--- src/rtl/if_stage_fetchq.sv ---
// Instruction fetch stage: issues imem reads against queue credit and buffers {pc, instr} for decode.
// Head is valid MEM_LAT+1 cycles after issue. When decode stalls, issue stops once queue + in-flight reads fill FQ_DEPTH.
module if_stage_fetchq #(
  parameter int          ADDR_W   = 10,
  parameter int          MEM_LAT  = 1,
  parameter int          FQ_DEPTH = 4,
  parameter logic [31:0] RESET_PC = 32'h0,
  parameter logic [31:0] TRAP_VEC = 32'h100
) (
  input  logic                         clk_i,
  input  logic                         rst_ni,
  input  logic                         redirect_i,
  input  logic [31:0]                  redirect_pc_i,
  input  logic                         flush_i,
  output logic                         imem_req_o,
  output logic [ADDR_W-1:0]            imem_addr_o,
  input  logic [31:0]                  imem_rdata_i,
  output logic                         instr_valid_o,
  input  logic                         instr_ready_i,
  output logic [31:0]                  pc_o,
  output logic [31:0]                  instr_o,
  output logic [$clog2(FQ_DEPTH+1)-1:0] fq_count_o
);

  localparam int PTR_W = $clog2(FQ_DEPTH);
  localparam int CNT_W = $clog2(FQ_DEPTH+1);
  localparam logic [PTR_W-1:0] LAST_PTR = PTR_W'(FQ_DEPTH - 1);
  localparam logic [CNT_W:0]   DEPTH_C  = (CNT_W+1)'(FQ_DEPTH);

  logic [31:0]        fetch_pc;
  logic [MEM_LAT-1:0] pipe_vld;
  logic [31:0]        pipe_pc [MEM_LAT];
  logic [31:0]        q_pc    [FQ_DEPTH];
  logic [31:0]        q_instr [FQ_DEPTH];
  logic [PTR_W-1:0]   wr_ptr;
  logic [PTR_W-1:0]   rd_ptr;
  logic [CNT_W-1:0]   count;
  logic [CNT_W:0]     inflight;
  logic [CNT_W:0]     occupancy;
  logic               restart;
  logic [31:0]        restart_pc;
  logic               issue;
  logic               enq;
  logic               deq;

  function automatic logic [PTR_W-1:0] ptr_inc(input logic [PTR_W-1:0] p);
    return (p == LAST_PTR) ? '0 : p + 1'b1;
  endfunction

  always_comb begin
    inflight = '0;
    for (int i = 0; i < MEM_LAT; i++) begin
      inflight = inflight + (CNT_W+1)'(pipe_vld[i]);
    end
  end

  // Credit uses registered occupancy only; a same-cycle dequeue does not free a slot.
  assign occupancy  = {1'b0, count} + inflight;
  assign restart    = flush_i | redirect_i;
  assign restart_pc = flush_i ? TRAP_VEC : (redirect_pc_i & ~32'h3);
  assign issue      = rst_ni && !restart && (occupancy < DEPTH_C);
  assign enq        = pipe_vld[MEM_LAT-1];
  assign deq        = instr_valid_o && instr_ready_i;

  always_ff @(posedge clk_i) begin
    if (!rst_ni) begin
      fetch_pc <= RESET_PC;
      pipe_vld <= '0;
      wr_ptr   <= '0;
      rd_ptr   <= '0;
      count    <= '0;
    end else if (restart) begin
      // Older in-flight returns and queued entries are dropped.
      fetch_pc <= restart_pc;
      pipe_vld <= '0;
      wr_ptr   <= '0;
      rd_ptr   <= '0;
      count    <= '0;
    end else begin
      if (issue) fetch_pc <= fetch_pc + 32'd4;
      pipe_vld[0] <= issue;
      for (int i = 1; i < MEM_LAT; i++) begin
        pipe_vld[i] <= pipe_vld[i-1];
      end
      if (enq) wr_ptr <= ptr_inc(wr_ptr);
      if (deq) rd_ptr <= ptr_inc(rd_ptr);
      if (enq && !deq)      count <= count + 1'b1;
      else if (!enq && deq) count <= count - 1'b1;
    end
  end

  always_ff @(posedge clk_i) begin
    pipe_pc[0] <= fetch_pc;
    for (int i = 1; i < MEM_LAT; i++) begin
      pipe_pc[i] <= pipe_pc[i-1];
    end
    if (enq) begin
      q_pc[wr_ptr]    <= pipe_pc[MEM_LAT-1];
      q_instr[wr_ptr] <= imem_rdata_i;
    end
  end

  assign imem_req_o    = issue;
  assign imem_addr_o   = fetch_pc[ADDR_W+1:2];
  assign instr_valid_o = (count != '0);
  assign pc_o          = instr_valid_o ? q_pc[rd_ptr] : 32'h0;
  assign instr_o       = instr_valid_o ? q_instr[rd_ptr] : 32'h0;
  assign fq_count_o    = count;

endmodule

--- config.mk ---
export PLATFORM = sky130hd
export DESIGN_NAME = if_stage_fetchq
export DESIGN_NICKNAME = d
export VERILOG_FILES = /design/src/rtl/if_stage_fetchq.sv
export SDC_FILE = /design/constraint.sdc
export NUM_CORES = 1
export LEC_CHECK = 0
export BUFFER_PORTS_ARGS = -buffer_cell sky130_fd_sc_hd__buf_4
export CORE_ASPECT_RATIO = 0.9
export CORE_UTILIZATION = 60
export DETAILED_ROUTE_END_ITERATION = 6
export HOLD_SLACK_MARGIN = 0.1
export PLACE_DENSITY = 0.82
export SETUP_SLACK_MARGIN = 0.5
export SLEW_MARGIN = 20
export SYNTH_ARGS = -nofsm -noshare
export SYNTH_HDL_FRONTEND = slang
export SYNTH_SLANG_ARGS = --single-unit
--- constraint.sdc ---
create_clock -name clk_i -period 4.6 [get_ports clk_i]
set_input_delay 0 -clock clk_i [delete_from_list [all_inputs] [get_ports clk_i]]
set_output_delay 0 -clock clk_i [all_outputs]
set_load 0.02 [all_outputs]
==> results.json, run 1 <==
{
  "status": "finished clean",
  "synth_seq_area_share_pct": 70.4,
  "ff2ff_path_depth": 6,
  "num_rows": 49,
  "drt-initial-drc-count": 619,
  "grt_max_degree": 65,
  "period_minus_slack_ns": 2.77,
  "crit_end": "fetch_pc[8]",
  "crit_type": "register to register",
  "grt_pass1_vias": 7764,
  "cts_tree": "done",
  "max_freq_ghz": 0.361,
  "drc": 0,
  "fin_crit_sh_pct": 60.2,
  "leakagePower_nw": 5.70,
  "coreArea_um2": 20200,
  "grt_pass1_wl_um": 41200,
  "firstDrtPassIters": 5,
  "htree_levels": 2,
  "ff2ff_setup_slack_ns": 1.83,
  "io_buffers": 143,
  "via_count": 7401,
  "post_dp_cell_area_um2": 13800,
  "syn_area_um2": 12600,
  "ys.flop_type": "edfxtp_1",
  "arrival_ns": 3.16,
  "fillers": 1127,
  "dp_cells": 1117,
  "root_buffer": "clkbuf_16",
  "hold_viol_final": 0,
  "routed_wl_um": 26300,
  "ant_nets": 0,
  "path_cells": "a31o_2, nor3_1, o41ai_1, dlygate4sd3_1, a21oi_1, dlygate4sd3_1",
  "pin_count": 148,
  "synthTopCellsByCount": "248 x edfxtp_1, 70 x dfxtp_1, 66 x and2_1, 62 x mux4_2, 43 x nor2_1",
  "clkSlewWorstSetupHoldPaths_ns": 0.06,
  "async_flop_share_pct": 0,
  "tightest_slew_ns": 1.03,
  "crit_start": "enq",
  "r2r-end": "fetch_pc[8]",
  "rsz0062_at_grt": "false",
  "antenna_found_initial": 0,
  "yosysMostFrequentCell": "edfxtp_1",
  "slew_headroom_pct": 31.1,
  "endpoint_kind": "register",
  "worst-path-max-fanout": 13,
  "synth_edf_count": 248,
  "syn_avg_cell_area_um2": 16.4,
  "dieHeight_um": 139,
  "cp_slowest_stage_delay_ns": 0.62,
  "drive_above_1_share_pct": 27.8,
  "synth.area.top_cells": "edfxtp_1 59%, dfxtp_1 11%, mux4_2 11%",
  "synth_top_cell_area_share_pct": 59.3,
  "worstReg2RegStart": "enq",
  "slowest_stage": "dlygate4sd3_1",
  "fin_hold_ws_ns": 0.133,
  "synth-seq-cells": 318,
  "hpwl_um": 13900,
  "clockBufferDepth": 3,
  "die_w_um": 155,
  "power_density_nw_per_um2": 386,
  "min-delay-path-class": "input port to register",
  "syn_inst": 764,
  "vias_per_cell": 5.83,
  "critPathTopFamily": "buffers and inverters",
  "clk_latency_ns": 0.51,
  "clock_sinks": 318,
  "critical_path_depth": 6,
  "crit_top_cell": "dlygate4sd3_1",
  "dp_slack_ns": 2.18,
  "finalSetupViolCount": 0,
  "finalNonFillerCells": 1269,
  "ir_drop_uv": 373,
  "fin_ws_ns": 1.83,
  "layout.nets": 1066,
  "critPathRequiredTime_ns": 4.99,
  "grt_overflow": 0,
  "slew_viol_final": 0,
  "gp_congestion": 0.877,
  "numCtsBuffers": 34,
  "cp-start-kind": "register",
  "fin_tns_setup_ns": 0,
  "initial_utilization_pct": 62.1,
  "fin_area_um2": 15800,
  "worst-path-buf-inv": 2,
  "grt_util_all_layers_pct": 25.4,
  "finalClockSkew_ns": 0.0199,
  "detail_route.wl_per_cell_um": 20.7,
  "fp.dieArea_um2": 21500,
  "ys_types": 58,
  "syn_to_final_growth_pct": 25.7,
  "yosysWarnings": 0,
  "synth_top_area_cell": "edfxtp_1",
  "timing.max_cap.violations": 0,
  "antennaDiodeCount": 0
}
[metrics by stage]
stage / utilization (%) / power (mW)
after global routing: 78.1 / 6.27
final: 78.1 / 6.10
after global placement: 68.0 / 3.42
after detailed placement: 68.0 / 3.42
after floorplan: - / 3.31
after CTS: 77.9 / 6.12
[report_power, final]
part           total (mW)  internal (mW)  leakage, nW  switching, mW
Clock                2.67           1.61        0.539           1.06
Combinational       0.286          0.149         2.34          0.138
Sequential           3.14           3.12         2.81         0.0270
Total                6.10           4.87         5.70           1.23
[final cells by class]
cell class                      count  area [µm²]  share of cell area, %
Timing Repair Buffer              237        2020                   12.8
Sequential cell                   318        8860                   56.1
Clock buffer                       46         937                   5.93
Clock inverter                     15         165                   1.05
Tap cell                          255         319                   2.02
Inverter                           10        37.5                  0.238
Multi-Input combinational cell    388        3460                   21.9
[worst min path at each step]
stage / startpoint / endpoint / cells past startpoint
finish: redirect_i / fetch_pc[9] / 3
global route: redirect_i / fetch_pc[29] / 3
CTS: redirect_i / fetch_pc[29] / 3
detailed placement: imem_rdata_i[6] / q_instr[0][6] / 1
global placement: imem_rdata_i[30] / q_instr[2][30] / 1
floorplan: imem_rdata_i[0] / q_instr[0][0] / 0
[cells in the final DEF (no fill, tap or decap), types with 5 or more instances in the layout]
| master | synthesis | layout |
|---|---|---|
| and4_1 | 5 | 5 |
| mux4_2 | 62 | 62 |
| nand4_1 | 8 | 8 |
| and2_1 | 66 | 62 |
| and3_1 | 5 | 5 |
| ha_1 | 7 | 7 |
| nand2_1 | 39 | 39 |
| nor2_1 | 43 | 43 |
| buf_4 | 12 | 146 |
| edfxtp_1 | 248 | 248 |
| nand3_1 | 17 | 17 |
| o21ai_0 | 8 | 8 |
| clkbuf_1 | 24 | 9 |
| xor2_1 | 5 | 5 |
| a21oi_1 | 33 | 33 |
| clkbuf_16 | 0 | 35 |
| nor3_1 | 11 | 11 |
| a21o_1 | 5 | 5 |
| dfxtp_1 | 70 | 68 |
| mux2i_1 | 12 | 12 |
| inv_1 | 10 | 10 |
| a211oi_1 | 7 | 7 |
| clkinv_2 | 0 | 5 |
| dlygate4sd3_1 | 0 | 90 |
[cell families after synthesis]
logic type / Yosys count / synth area share, %
flops: 318 / 70.4
other cells: 1 / 0.0298
compound gates: 81 / 4.34
mux: 74 / 12.1
xor+xnor: 9 / 0.627
fa+ha+maj: 8 / 0.856
simple gates: 214 / 9.40
buf+inv: 59 / 2.24
[registers in the layout (all words and copies together) (netlist names), named ones only]
signal and count:
q_instr 128, q_pc 120, fetch_pc 30, pipe_pc 30
fq_count_o 3, rd_ptr 2, wr_ptr 2, enq 1
[timing repair]
item	in CTS	in global routing
setup buffers	0	0
resized for setup	0	0
hold endpoints to repair	162	0
hold buffers	90	0
endpoints found under the setup margin	0	0
[worst min-delay path, stage by stage]
cell     delay [ns]
buf_4          0.27
a21oi_1        0.23
nor3_1         0.08
[layer usage]
metal	global-route usage, %	wire length [µm]
met5	0	0
met4	8.13	504
met3	4.11	1950
met2	43.7	13300
met1	33.3	10600
No activity file was read; power rests on OpenSTA's default activity.
==> inputs of run 2 (changes only) <==
Settings changed: ABC_AREA from default to 1, CORE_UTILIZATION 60 to 53, PLACE_DENSITY 0.82 to 0.76.
Clock period 4.6 ns to 2.35 ns, I/O delays scaled along.
==> run 2 against run 1 <==
Against the previous run: count of clock-buffer cells in the layout fell by 6; synthesized cell count up 56%; via count rose by 31%; critical path depth increased by 2; non-clock buffer count increased by 28; hold slack better by 0.041 ns; setup slack worse by 1.5 ns; global-route usage is 1.1 points lower; register-to-register slack lost 1.3 ns; core utilization is 5.7 points lower; sequential cell count stayed put; clock power up 100%; highest routed layer unchanged.
==> results.json, run 2 <==
{
  "status": "finished clean",
  "initial_utilization_pct": 54.8,
  "pwr-share-clk_pct": 43.8,
  "gp_congestion": 0.858,
  "top_regs": "q_instr x128, q_pc x120",
  "fin_crit_sh_pct": 84.3,
  "htree_levels": 1,
  "power_density_nw_per_um2": 716,
  "syn_area_um2": 13000,
  "drive_above_1_share_pct": 23.5,
  "ff2ff_path_depth": 10,
  "post_dp_cell_area_um2": 14400,
  "grt_pass1_vias": 9046,
  "synth_edf_count": 248,
  "power_frac_comb_pct": 5.2,
  "period_minus_slack_ns": 1.98,
  "ant_nets": 0,
  "ys.flop_type": "edfxtp_1",
  "firstDrtPassIters": 6,
  "clock_sinks": 318,
  "ff2ff_setup_slack_ns": 0.56,
  "worstReg2RegStart": "fq_count_o[1]",
  "syn_avg_cell_area_um2": 10.8,
  "ys_types": 38,
  "async_flop_share_pct": 0,
  "crit_end": "instr_o[18]",
  "vias_per_cell": 5.56,
  "fin_tns_setup_ns": 0,
  "fin_area_um2": 17100,
  "slew_headroom_pct": 64.2,
  "drc": 0,
  "synth.area.top_cells": "edfxtp_1 57%, dfxtp_1 11%, nor2_1 8.1%",
  "synth_top_area_cell": "edfxtp_1",
  "routed_wl_um": 31700,
  "ir_drop_uv": 529,
  "synth_seq_area_share_pct": 68.3,
  "synthTopCellsByCount": "281 x nor2_1, 248 x edfxtp_1, 146 x o21ai_0, 106 x nand2_1, 105 x a21oi_1",
  "rsz0062_at_grt": "true",
  "root_buffer": "clkbuf_16",
  "num_rows": 53,
  "yosysMostFrequentCell": "nor2_1",
  "worst-path-max-fanout": 12,
  "layout.nets": 1498,
  "min_from": "imem_rdata_i[3]",
  "timing.max_cap.violations": 0,
  "power.switching_mw": 2.49,
  "internal_power_mw": 9.77,
  "io_buffers": 143,
  "die_w_um": 167,
  "fp.dieArea_um2": 25100,
  "detail_route.wl_per_cell_um": 18.2,
  "min-delay-path-class": "input port to register",
  "dieHeight_um": 150,
  "antenna_found_initial": 0,
  "largest-register": "q_instr",
  "slowest_stage": "dfxtp_4",
  "syn_to_final_growth_pct": 32.1,
  "final_common_cell": "nor2_1",
  "seqPwrFrac_pct": 51.1,
  "clockBufferDepth": 3,
  "leakagePower_nw": 6.35,
  "r2r-end": "fq_count_o[2]",
  "clk_latency_ns": 0.58,
  "arrival_ns": 1.98,
  "switching_share_pct": 20.3,
  "crit_type": "register to output pin",
  "finalSetupViolCount": 0,
  "largest_register_ffs": 128,
  "coreArea_um2": 23700,
  "cts_tree": "done",
  "synth-seq-cells": 318,
  "drt-initial-drc-count": 892,
  "tightest_slew_ns": 0.536,
  "hpwl_um": 16300,
  "critPathRequiredTime_ns": 2.35,
  "path_cells": "buf_6, buf_12, buf_16, nor2_1, nor2_1, o21ai_1, a21oi_1, buf_4",
  "synth_top_cell_area_share_pct": 57.4,
  "grt_max_degree": 63,
  "cp-start-kind": "register",
  "endpoint_kind": "output pin",
  "grt_pass1_wl_um": 47400,
  "max_freq_ghz": 0.505,
  "numCtsBuffers": 30,
  "slew_viol_final": 0,
  "finalPower_mw": 12.3,
  "antennaDiodeCount": 0,
  "clkSlewWorstSetupHoldPaths_ns": 0.06,
  "grt_overflow": 0,
  "via_count": 9706,
  "finalClockSkew_ns": 0.0310,
  "yosysWarnings": 0,
  "grt_util_all_layers_pct": 24.2,
  "crit_top_cell": "nor2_1",
  "syn_inst": 1195,
  "hold_viol_final": 0,
  "final_cell_mix": "272 x nor2_1, 248 x edfxtp_1, 148 x buf_4",
  "cp_slowest_stage_delay_ns": 0.36,
  "pin_count": 148
}
## run 2: cell types whose count changed after synthesis, sizes merged, moves of 12 or more
cell and change:
buf +14, mux4 -62, o21ai +144, nor2 +252, nand2 +73, and2 -64, mux2i -12, nand3 +28
inv +40, a21oi +82
## run 2: how the worst min path moves through the flow
stage / end / cells past startpoint
final: q_instr[0][3] / 2
after CTS: q_instr[1][2] / 2
after global routing: q_instr[0][8] / 2
after floorplan: q_instr[0][0] / 0
after detailed placement: q_instr[3][25] / 1
after global placement: q_instr[1][3] / 1
## run 2: routing by layer
metal	part of all wire (%)	up-vias	global-route usage [%]
met2	48	472	40.8
li1	-	4580	-
met3	8.0	60	3.23
met1	41	4594	33.2
met4	2.4	0	6.71
met5	0	-	0
## run 2: power groups by stage
stage          logic (mW)  registers, mW  clock network (mW)
5_1_grt             0.689           6.27                5.66
4_1_cts             0.602           6.26                5.40
2_1_floorplan       0.290           6.35                   0
3_3_place_gp        0.479           6.38                   0
3_5_place_dp        0.490           6.38                   0
6_report            0.635           6.26                5.37
## run 2: critical path, delay by kind of cell (launching register included)
kind,cells,cell delay [ns]
AOI/OAI and AO/OA,2,0.28
buffers and inverters,4,0.58
DFF,1,0.36
and+or+nand+nor,2,0.19
## run 2: kinds of logic after synthesis
kind of cell | Yosys count | synth area share (%)
buf+inv | 122 | 4.47
xor+xnor | 4 | 0.270
fa+ha+maj | 8 | 0.830
simple gates | 462 | 14.9
compound gates | 280 | 11.3
other cells | 1 | 0.0289
flops | 318 | 68.3
## run 2: timing repair
action / 4_1_cts / 5_1_grt
gates cloned: 8 / 8
hold buffers: 71 / 0
hold endpoints to repair: 168 / 0
buffers inserted: 12 / 5
endpoints found under the setup margin: 63 / 75
pin swaps: 17 / 44
gates resized for setup: 64 / 63
## run 2: layout make-up
cell class,instances,area [µm²]
multi-input combinational,756,3730
clock buffer,40,890
fill,1497,6550
inverter,50,244
timing repair buffer,265,2770
clock inverter,16,245
sequential,318,8870
tap,302,378
## run 2: stage by stage
| step | instances | setup WS (ns) | util, % | hold WS (ns) |
|---|---|---|---|---|
| floorplan | 1196 | 0.444 | - | 0.0989 |
| global placement | 1587 | 0.473 | 60.7 | 0.202 |
| detailed placement | 1587 | 0.460 | 60.7 | 0.203 |
| CTS | 1734 | 0.418 | 70.7 | 0.171 |
| global route | 1747 | 0.294 | 72.3 | 0.178 |
| finish | 1747 | 0.370 | 72.3 | 0.174 |
